$ cat src/rtl/cpu_pkg.sv
// Shared CPU definitions used by decode, EX and the MEM-stage load/store unit.
//   - mem_op bit positions: [4]=store, [3]=load, [2:0]=funct3
//   - funct3 size/sign encodings for loads and stores
//   - major opcodes for load and store instructions
//   - MEM-stage FSM state type
package cpu_pkg;

  localparam int unsigned MEMOP_STORE = 4;
  localparam int unsigned MEMOP_LOAD  = 3;

  localparam logic [2:0] F3_B  = 3'b000;
  localparam logic [2:0] F3_H  = 3'b001;
  localparam logic [2:0] F3_W  = 3'b010;
  localparam logic [2:0] F3_BU = 3'b100;
  localparam logic [2:0] F3_HU = 3'b101;

  localparam logic [6:0] OPC_LOAD  = 7'b0000011;
  localparam logic [6:0] OPC_STORE = 7'b0100011;

  typedef enum logic {
    S_IDLE = 1'b0,
    S_WAIT = 1'b1
  } mem_state_e;

endpackage

$ cat src/rtl/mem_align.sv
// Combinational byte-lane helper for the MEM stage.
//   mem_op_i   : current mem_op (store/load flags + funct3)
//   addr_lo_i  : low two bits of the effective address
//   st_data_i  : raw store data
//   ld_f3_i    : funct3 of the outstanding load
//   ld_off_i   : byte offset of the outstanding load
//   rdata_i    : raw read data from the bus
//   is_mem_o   : mem_op requests a load or store
//   fault_o    : access is misaligned or illegal
//   wstrb_o    : store byte enables (0 for loads)
//   wdata_o    : lane-replicated store data
//   ld_data_o  : extracted and extended load value
module mem_align
  import cpu_pkg::*;
(
  input  logic [4:0]  mem_op_i,
  input  logic [1:0]  addr_lo_i,
  input  logic [31:0] st_data_i,
  input  logic [2:0]  ld_f3_i,
  input  logic [1:0]  ld_off_i,
  input  logic [31:0] rdata_i,
  output logic        is_mem_o,
  output logic        fault_o,
  output logic [3:0]  wstrb_o,
  output logic [31:0] wdata_o,
  output logic [31:0] ld_data_o
);

  logic        is_st;
  logic        is_ld;
  logic [2:0]  f3;
  logic        illegal;
  logic        misal;
  logic [31:0] rshift;
  logic [7:0]  ld_byte;
  logic [15:0] ld_half;

  always_comb begin
    is_st    = mem_op_i[MEMOP_STORE];
    is_ld    = mem_op_i[MEMOP_LOAD];
    f3       = mem_op_i[2:0];
    is_mem_o = is_st | is_ld;

    illegal = (is_st && is_ld)
            || (is_ld && (f3 == 3'b011 || f3 == 3'b110 || f3 == 3'b111))
            || (is_st && (f3 >= 3'b011));
    // f3[1:0] picks the access size for both signed and unsigned loads.
    misal   = is_mem_o && (((f3[1:0] == 2'b01) && addr_lo_i[0])
                        || ((f3[1:0] == 2'b10) && (addr_lo_i != 2'b00)));
    fault_o = illegal | misal;

    wstrb_o = '0;
    wdata_o = '0;
    if (is_st && !is_ld) begin
      unique case (f3)
        F3_B: begin
          wstrb_o = 4'b0001 << addr_lo_i;
          wdata_o = {4{st_data_i[7:0]}};
        end
        F3_H: begin
          wstrb_o = addr_lo_i[1] ? 4'b1100 : 4'b0011;
          wdata_o = {2{st_data_i[15:0]}};
        end
        F3_W: begin
          wstrb_o = 4'b1111;
          wdata_o = st_data_i;
        end
        default: begin
          wstrb_o = '0;
          wdata_o = '0;
        end
      endcase
    end

    rshift  = rdata_i >> {ld_off_i, 3'b000};
    ld_byte = rshift[7:0];
    ld_half = ld_off_i[1] ? rdata_i[31:16] : rdata_i[15:0];
    unique case (ld_f3_i)
      F3_B:    ld_data_o = {{24{ld_byte[7]}}, ld_byte};
      F3_BU:   ld_data_o = {24'h000000, ld_byte};
      F3_H:    ld_data_o = {{16{ld_half[15]}}, ld_half};
      F3_HU:   ld_data_o = {16'h0000, ld_half};
      default: ld_data_o = rdata_i;
    endcase
  end

endmodule

$ cat src/rtl/mem_access.sv
// MEM-stage load/store unit. Takes EX results, performs bus loads/stores
// over a req/ack handshake, and returns the registered write-back value.
//   clk, rst_n        : clock, asynchronous active-low reset
//   in_valid, mem_op, rd_en, rd, exresult, result_address : EX-stage inputs
//   stall             : unit busy, upstream holds
//   memdata           : registered write-back value (forwarded to EX)
//   wb_valid/wb_rd_en/wb_rd : write-back pulse, enable, register
//   misalign, bus_err : one-cycle fault pulses
//   dmem_*            : data-memory bus
module mem_access
  import cpu_pkg::*;
#(
  parameter int unsigned MAX_WAIT = 255
) (
  input  logic        clk,
  input  logic        rst_n,
  input  logic        in_valid,
  input  logic [4:0]  mem_op,
  input  logic        rd_en,
  input  logic [4:0]  rd,
  input  logic [31:0] exresult,
  input  logic [31:0] result_address,
  output logic        stall,
  output logic [31:0] memdata,
  output logic        wb_valid,
  output logic        wb_rd_en,
  output logic [4:0]  wb_rd,
  output logic        misalign,
  output logic        bus_err,
  output logic        dmem_req,
  output logic        dmem_we,
  output logic [31:0] dmem_addr,
  output logic [3:0]  dmem_wstrb,
  output logic [31:0] dmem_wdata,
  input  logic [31:0] dmem_rdata,
  input  logic        dmem_ack
);

  localparam int unsigned CW = $clog2(MAX_WAIT + 1);

  mem_state_e  state_q, state_d;
  logic [CW-1:0] cnt_q, cnt_d;
  logic [31:0] addr_q, addr_d;
  logic        we_q, we_d;
  logic [3:0]  wstrb_q, wstrb_d;
  logic [31:0] wdata_q, wdata_d;
  logic [2:0]  ld_f3_q, ld_f3_d;
  logic [1:0]  ld_off_q, ld_off_d;
  logic [4:0]  tx_rd_q, tx_rd_d;
  logic        tx_rd_en_q, tx_rd_en_d;
  logic [31:0] memdata_q, memdata_d;
  logic        wb_valid_q, wb_valid_d;
  logic        wb_rd_en_q, wb_rd_en_d;
  logic [4:0]  wb_rd_q, wb_rd_d;
  logic        misalign_q, misalign_d;
  logic        bus_err_q, bus_err_d;

  logic        al_is_mem;
  logic        al_fault;
  logic [3:0]  al_wstrb;
  logic [31:0] al_wdata;
  logic [31:0] al_ld_data;

  mem_align u_align (
    .mem_op_i  (mem_op),
    .addr_lo_i (result_address[1:0]),
    .st_data_i (exresult),
    .ld_f3_i   (ld_f3_q),
    .ld_off_i  (ld_off_q),
    .rdata_i   (dmem_rdata),
    .is_mem_o  (al_is_mem),
    .fault_o   (al_fault),
    .wstrb_o   (al_wstrb),
    .wdata_o   (al_wdata),
    .ld_data_o (al_ld_data)
  );

  always_comb begin
    state_d    = state_q;
    cnt_d      = cnt_q;
    addr_d     = addr_q;
    we_d       = we_q;
    wstrb_d    = wstrb_q;
    wdata_d    = wdata_q;
    ld_f3_d    = ld_f3_q;
    ld_off_d   = ld_off_q;
    tx_rd_d    = tx_rd_q;
    tx_rd_en_d = tx_rd_en_q;
    memdata_d  = memdata_q;
    wb_rd_d    = wb_rd_q;
    wb_valid_d = 1'b0;
    wb_rd_en_d = 1'b0;
    misalign_d = 1'b0;
    bus_err_d  = 1'b0;

    unique case (state_q)
      S_IDLE: begin
        if (in_valid) begin
          if (!al_is_mem) begin
            wb_valid_d = 1'b1;
            memdata_d  = exresult;
            wb_rd_d    = rd;
            wb_rd_en_d = rd_en;
          end else if (al_fault) begin
            wb_valid_d = 1'b1;
            wb_rd_d    = rd;
            misalign_d = 1'b1;
          end else begin
            state_d    = S_WAIT;
            cnt_d      = '0;
            addr_d     = {result_address[31:2], 2'b00};
            we_d       = mem_op[MEMOP_STORE];
            wstrb_d    = al_wstrb;
            wdata_d    = al_wdata;
            ld_f3_d    = mem_op[2:0];
            ld_off_d   = result_address[1:0];
            tx_rd_d    = rd;
            tx_rd_en_d = rd_en;
          end
        end
      end
      S_WAIT: begin
        if (dmem_ack) begin
          state_d    = S_IDLE;
          cnt_d      = '0;
          wb_valid_d = 1'b1;
          wb_rd_d    = tx_rd_q;
          if (!we_q) begin
            memdata_d  = al_ld_data;
            wb_rd_en_d = tx_rd_en_q;
          end
          addr_d  = '0;
          we_d    = 1'b0;
          wstrb_d = '0;
          wdata_d = '0;
        // Compare against MAX_WAIT-1 so the abort happens on the edge where
        // the count would reach MAX_WAIT: exactly MAX_WAIT request cycles.
        end else if (cnt_q == CW'(MAX_WAIT - 1)) begin
          state_d    = S_IDLE;
          cnt_d      = '0;
          wb_valid_d = 1'b1;
          wb_rd_d    = tx_rd_q;
          bus_err_d  = 1'b1;
          addr_d     = '0;
          we_d       = 1'b0;
          wstrb_d    = '0;
          wdata_d    = '0;
        end else begin
          cnt_d = cnt_q + CW'(1);
        end
      end
      default: state_d = S_IDLE;
    endcase
  end

  always_ff @(posedge clk or negedge rst_n) begin
    if (!rst_n) begin
      state_q    <= S_IDLE;
      cnt_q      <= '0;
      addr_q     <= '0;
      we_q       <= 1'b0;
      wstrb_q    <= '0;
      wdata_q    <= '0;
      ld_f3_q    <= '0;
      ld_off_q   <= '0;
      tx_rd_q    <= '0;
      tx_rd_en_q <= 1'b0;
      memdata_q  <= '0;
      wb_valid_q <= 1'b0;
      wb_rd_en_q <= 1'b0;
      wb_rd_q    <= '0;
      misalign_q <= 1'b0;
      bus_err_q  <= 1'b0;
    end else begin
      state_q    <= state_d;
      cnt_q      <= cnt_d;
      addr_q     <= addr_d;
      we_q       <= we_d;
      wstrb_q    <= wstrb_d;
      wdata_q    <= wdata_d;
      ld_f3_q    <= ld_f3_d;
      ld_off_q   <= ld_off_d;
      tx_rd_q    <= tx_rd_d;
      tx_rd_en_q <= tx_rd_en_d;
      memdata_q  <= memdata_d;
      wb_valid_q <= wb_valid_d;
      wb_rd_en_q <= wb_rd_en_d;
      wb_rd_q    <= wb_rd_d;
      misalign_q <= misalign_d;
      bus_err_q  <= bus_err_d;
    end
  end

  // Request and stall follow the state register, so an async reset drops
  // them immediately.
  assign stall      = (state_q == S_WAIT);
  assign dmem_req   = (state_q == S_WAIT);
  assign dmem_we    = we_q;
  assign dmem_addr  = addr_q;
  assign dmem_wstrb = wstrb_q;
  assign dmem_wdata = wdata_q;
  assign memdata    = memdata_q;
  assign wb_valid   = wb_valid_q;
  assign wb_rd_en   = wb_rd_en_q;
  assign wb_rd      = wb_rd_q;
  assign misalign   = misalign_q;
  assign bus_err    = bus_err_q;

endmodule

$ cat config.mk
export PLATFORM = sky130hd
export DESIGN_NAME = mem_access
export DESIGN_NICKNAME = d
export VERILOG_FILES = /design/src/rtl/cpu_pkg.sv /design/src/rtl/mem_align.sv /design/src/rtl/mem_access.sv
export SDC_FILE = /design/constraint.sdc
export NUM_CORES = 1
export LEC_CHECK = 0
export ABC_AREA = 1
export CORE_UTILIZATION = 45
export DETAILED_ROUTE_END_ITERATION = 12
export PLACE_DENSITY_LB_ADDON = 0.2
export SYNTH_ARGS = -nofsm -noshare
export SYNTH_HDL_FRONTEND = slang
export SYNTH_SLANG_ARGS = --single-unit
export TNS_END_PERCENT = 100
$ cat constraint.sdc
create_clock -name clk -period 4.7 [get_ports clk]
set_input_delay 0.94 -clock clk [delete_from_list [all_inputs] [get_ports clk]]
set_output_delay 0.94 -clock clk [all_outputs]
set_load 0.1 [all_outputs]
**Word level (Yosys, flattened, before mapping)**

Cells that the tools add are included.

- Register bits: 130
- Bits of input ports: 111
- Logic and storage cells: 132
- Output and inout port bits: 112

- Order comparisons: 1
- Shift-type cells: 2
- Bitwise logic cells: 4
- Reductions and logical operators: 21
- $add $sub $neg: 1
- Multiplexer cells: 68
- Equality and inequality tests: 19

Operators with widths:

| kind | count |
|---|---|
| 32-bit two-way mux | 13 |
| 32-bit case mux with 2 select lines | 3 |
| 32-bit case mux with 4 select lines | 1 |
| 32-bit case mux with 3 select lines | 1 |
| 8-bit two-way mux | 5 |
| 32-bit by 5-bit >> shifter with 8-bit output | 1 |
| 4-bit two-way mux | 7 |
| 5-bit two-way mux | 5 |
| 1-bit two-way mux | 24 |
| 16-bit two-way mux | 1 |
| 8-bit case mux with 2 select lines | 1 |
| 3-bit equality test, second input constant | 4 |
| 2-bit != test, second input constant | 6 |
| 4-bit case mux with 3 select lines | 1 |
| 4-bit AND reduction | 3 |
| 5-bit case mux with 2 select lines | 1 |
| 8-bit by 1-bit adder with 8-bit output, second input constant | 1 |
| 8-bit equality test, second input constant | 1 |
| 1-bit case mux with 2 select lines | 4 |
| 4-bit case mux with 2 select lines | 1 |
| 1-bit logical AND | 7 |
| 3-bit by 1-bit equality test with 1-bit output, second input constant | 2 |
| 3-bit by 2-bit equality test with 1-bit output, second input constant | 2 |
| 3-bit logical NOT | 2 |
| other kinds (12) | 19 |

**Depth between registers and ports, before layout**

- Word-level depth: 11
- Depth in mapped cells: 12
- Mapped depth without buffers: 10

**By module**

A second synthesis with hierarchy kept.

- Cells, all modules: 962
- Area, all modules: 7434.6 µm²

Modules (own cells, without submodules):

| module | instances | area each (µm²) | cells an instance |
|---|---|---|---|
| mem_access | 1 | 5788.1 | 584 |
| mem_align | 1 | 1646.6 | 378 |

**Least setup slack after synthesis**

Ideal clock, no wire load.

- Path kind: reg2out
- Start point: reg state_q, in the netlist dmem_req
- End point: out stall
- Arrival: 1.336 ns
- Setup slack: 2.424 ns
- Stages on the path, launching flop included: 2
- Path buffers: 1
- Required time: 3.760 ns
- Path through: dfrtp_1 -> buf_4

RTL lines:

| element | line | text |
|---|---|---|
| start, declared | mem_access.sv:41 | `mem_state_e state_q, state_d;` |
| start signal, assigned | mem_access.sv:175 | `state_q <= state_d;` |
| end, declared | mem_access.sv:23 | `output logic stall,` |

No word-level cell between the ends.

**Worst setup path after layout**

- Start point: reg memdata_q[7], in the netlist memdata[7]
- End point: out memdata[7]

RTL lines:

| element | line | text |
|---|---|---|
| start, declared | mem_access.sv:51 | `logic [31:0] memdata_q, memdata_d;` |
| start signal, assigned | mem_access.sv:185 | `memdata_q <= memdata_d;` |
| end, declared | mem_access.sv:24 | `output logic [31:0] memdata,` |

No word-level cell between the ends.

==> results.toml <==
[placement]
pre_cts_slack_ps = 1440
io_buffers = 220
dp_hpwl_mm = 16.44
gp_congestion = 0.9384

[final_layout]
diodes = 0
final_cell_mix = "nand2_1, clkdlybuf4s50_1, dfrtp_1, nand3_1, inv_1"
mostFrequentLayoutCell = "nand2_1"
nNetsFinal = 1281
drive_gt1_share_pct = 6.097
syn2layout_area_growth_pct = 40.35

[timing]
clock.fmax_ghz = 0.3415
finClkSkew_ps = 12.64
final.setup.tns_ps = 0
setup_violations = 0
hold_viol_final = 0
finalWorstSetupSlack_ps = 1772
layout_min_cycle_time_ps = 2928
finalCritPeriodShare_pct = 62.30
worst_slew_pin_slew_ps = 1042
slew_violations = 0
maxSlewHeadroom_pct = 30.33
grt_setup_unrepaired = "false"

[floorplan]
fp.dieW_um = 127.2
core_area_mm2 = 0.01526
dieArea_mm2 = 0.01619
initial_core_util_pct = 46.25
die_h_um = 127.2
rows = 45
io_pins = 223

[global_route]
grt_antenna_before_repair = 0
grt_max_degree = 59
first_global_vias = 6817
track_usage_pct = 28.80
grt_pass1_wl_mm = 35.94
grt_overflow_total = 0

[clock_tree]
htree_levels = 4
cts_made_buffers = 17
numClockSinks = 128
post_cts_buffers = 0
clock_path_buffers = 2
tritoncts = "done"
clk_pin_slew_ps = 60
post_cts_resized = 0
ctsHoldBuffers = 0
root_buffer = "clkbuf_16"
clkLatencyLatePin_ps = 420

[logic_synthesis]
synth_top_family_by_area = "simple AND/OR/NAND/NOR gates"
avgSynthCellArea_um2 = 7.208
synth_top_area_cell = "dfrtp_1"
synth_compound_area_share_pct = 8.138
synth_top_area_share_pct = 45.39
ys_ff_latch = 128
synth-xor-area-share_pct = 0.4965
ys_types = 36
yosysWarnings = 0
synth_fa_ha_area_share_pct = 0.3546
syn-cell-area_mm2 = 0.007057
postSynthCellCount = 979
synth_simple_gate_area_share_pct = 36.12
synth_area_leaders = "dfrtp_1, nand2_1, nand3_1"
yosys-mux-area-fraction_pct = 0.7092
ys_seq_area_share_pct = 45.39

[worst_setup_path]
worstPathArrival_ps = 1990
endpoint_kind = "primary output"
worstPathRequired_ps = 3760
reg2reg_depth = 10
r2r-start = "cnt_q[0]"
crit_slowest_cell = "clkdlybuf4s50_1"
crit_buf_inv = 1
timing.rr.end = "dmem_wdata[31]"
start_kind = "flip-flop"
cp_max_fo = 2
worstSetupStartpoint = "memdata[7]"
critPathMaxStageDelay_ps = 1160
path_delay_family = "buffers and inverters"
ff2ff_setup_slack_ps = 2180
worstSetupPathType = "reg -> out"
crit_chain = "clkdlybuf4s50_1"

[routing]
wl_mm = 22.46
initialDrtViolationCount = 688
wl_per_cell_um = 16.14
ant_nets = 0
drc = 0
num_vias = 7257
viasPerCell = 5.213
first_pass_iters = 7

[min_path]
hp-class = "reg -> reg"
hold_depth = 2
hold_end = "dmem_wdata[8]"
min_from = "dmem_wdata[8]"

[power_and_ir_drop]
p_leak_uw = 0.005039
power_per_cell_area_mw_per_mm2 = 535.8
vdd.ir_drop.worst_mv = 0.3691

[run_status]
outcome = "complete, no violations"

[run]
max-cap-violations = 0
==> Yosys cell counts <==
| cell type | instances |
|---|---|
| buf_6 | 5 |
| buf_2 | 28 |
| a2bb2oi_1 | 1 |
| mux2i_1 | 5 |
| o21a_1 | 1 |
| a21boi_1 | 2 |
| conb_1 | 1 |
| nand3_2 | 1 |
| nand3_1 | 90 |
| dfrtp_1 | 128 |
| nor2_2 | 4 |
| clkbuf_1 | 23 |
| o221ai_1 | 1 |
| buf_1 | 2 |
| xor2_1 | 4 |
| ha_1 | 2 |
| nor2_1 | 68 |
| nor3_4 | 1 |
| o21ai_0 | 25 |
| inv_2 | 5 |
| a21oi_1 | 52 |
| a21boi_0 | 2 |
| o22ai_1 | 7 |
| clkinv_1 | 2 |
| nand4_1 | 48 |
| nor2_4 | 1 |
| o21ai_1 | 6 |
| nand2_2 | 2 |
| nand2_4 | 2 |
| nand2_1 | 363 |
| o211ai_1 | 8 |
| and2_1 | 1 |
| nor3_1 | 4 |
| buf_4 | 5 |
| or2_2 | 9 |
| inv_1 | 70 |
==> kinds of logic (layout without fill, tap and decap cells) <==
| group | after synthesis | in the layout |
|---|---|---|
| AO/OA/AOI/OAI | 105 | 105 |
| XOR/XNOR | 4 | 4 |
| adder cells (fa/ha/maj) | 2 | 2 |
| buffers and inverters | 140 | 341 |
| flip-flops | 128 | 128 |
| multiplexers | 5 | 5 |
| other | 1 | 2 |
| AND/OR/NAND/NOR | 594 | 594 |
==> routing by layer <==
layer | vias to the layer above | routed length (um) | track usage (%)
met5 | - | 0 | 0
met3 | 34 | 1931 | 7.496
met2 | 315 | 10440 | 44.73
li1 | 3542 | - | -
met1 | 3366 | 9590 | 39.14
met4 | 0 | 500 | 9.874
==> tightest hold or removal path, cell delays in order, from the launching register on <==
cell	delay (ps)
dfrtp_1	340
nand2_1	50
nand2_1	40
==> metrics by stage <==
| step | utilization (%) | power (uW) | hold slack (ps) | instance area, um^2 | instances |
|---|---|---|---|---|---|
| 4_1_cts | 64.91 | 5321 | 472.2 | 9905 | 1392 |
| 6_report | 64.91 | 5306 | 470.4 | 9905 | 1392 |
| 5_1_grt | 64.91 | 5519 | 486.0 | 9905 | 1392 |
| 3_3_place_gp | 60.83 | 3912 | 453.6 | 9281 | 1360 |
| 2_1_floorplan | - | 3273 | 441.6 | 7061 | 980 |
| 3_5_place_dp | 60.83 | 3927 | 458.0 | 9281 | 1360 |
==> power breakdown <==
group,switching (uW),total (uW),internal [uW]
registers,143,1450,1310
clock network,505,1380,879
logic,1900,2470,570
total,2550,5310,2760
==> registers in the layout, summed over array words and instances, names as in the netlist, 2 cells and up <==
register    flops
dmem_wdata     32
memdata        32
dmem_addr      30
cnt_q           8
tx_rd_q         5
wb_rd           5
dmem_wstrb      4
ld_f3_q         3
ld_off_q        2
==> cell type report <==
class / count / area [um^2]
inverter: 77 / 289.0
sequential: 128 / 3203
tap: 211 / 264.0
clock inverter: 12 / 156.4
fill: 1356 / 5354
clock buffer: 20 / 466.7
timing repair buffer: 232 / 2285
multi-input combinational: 712 / 3241
==> how the worst max path moves through the flow <==
| stage | end | slack [ps] | depth (start not counted) |
|---|---|---|---|
| 6_report | memdata[7] | 1770 | 1 |
| 5_1_grt | ld_f3_q[0] | 1630 | 10 |
| 4_1_cts | memdata[7] | 1760 | 1 |
| 3_5_place_dp | ld_off_q[0] | 1440 | 10 |
| 3_3_place_gp | tx_rd_q[3] | 1490 | 10 |
| 2_1_floorplan | stall | 2420 | 1 |
No activity file was read; power rests on OpenSTA's default activity.
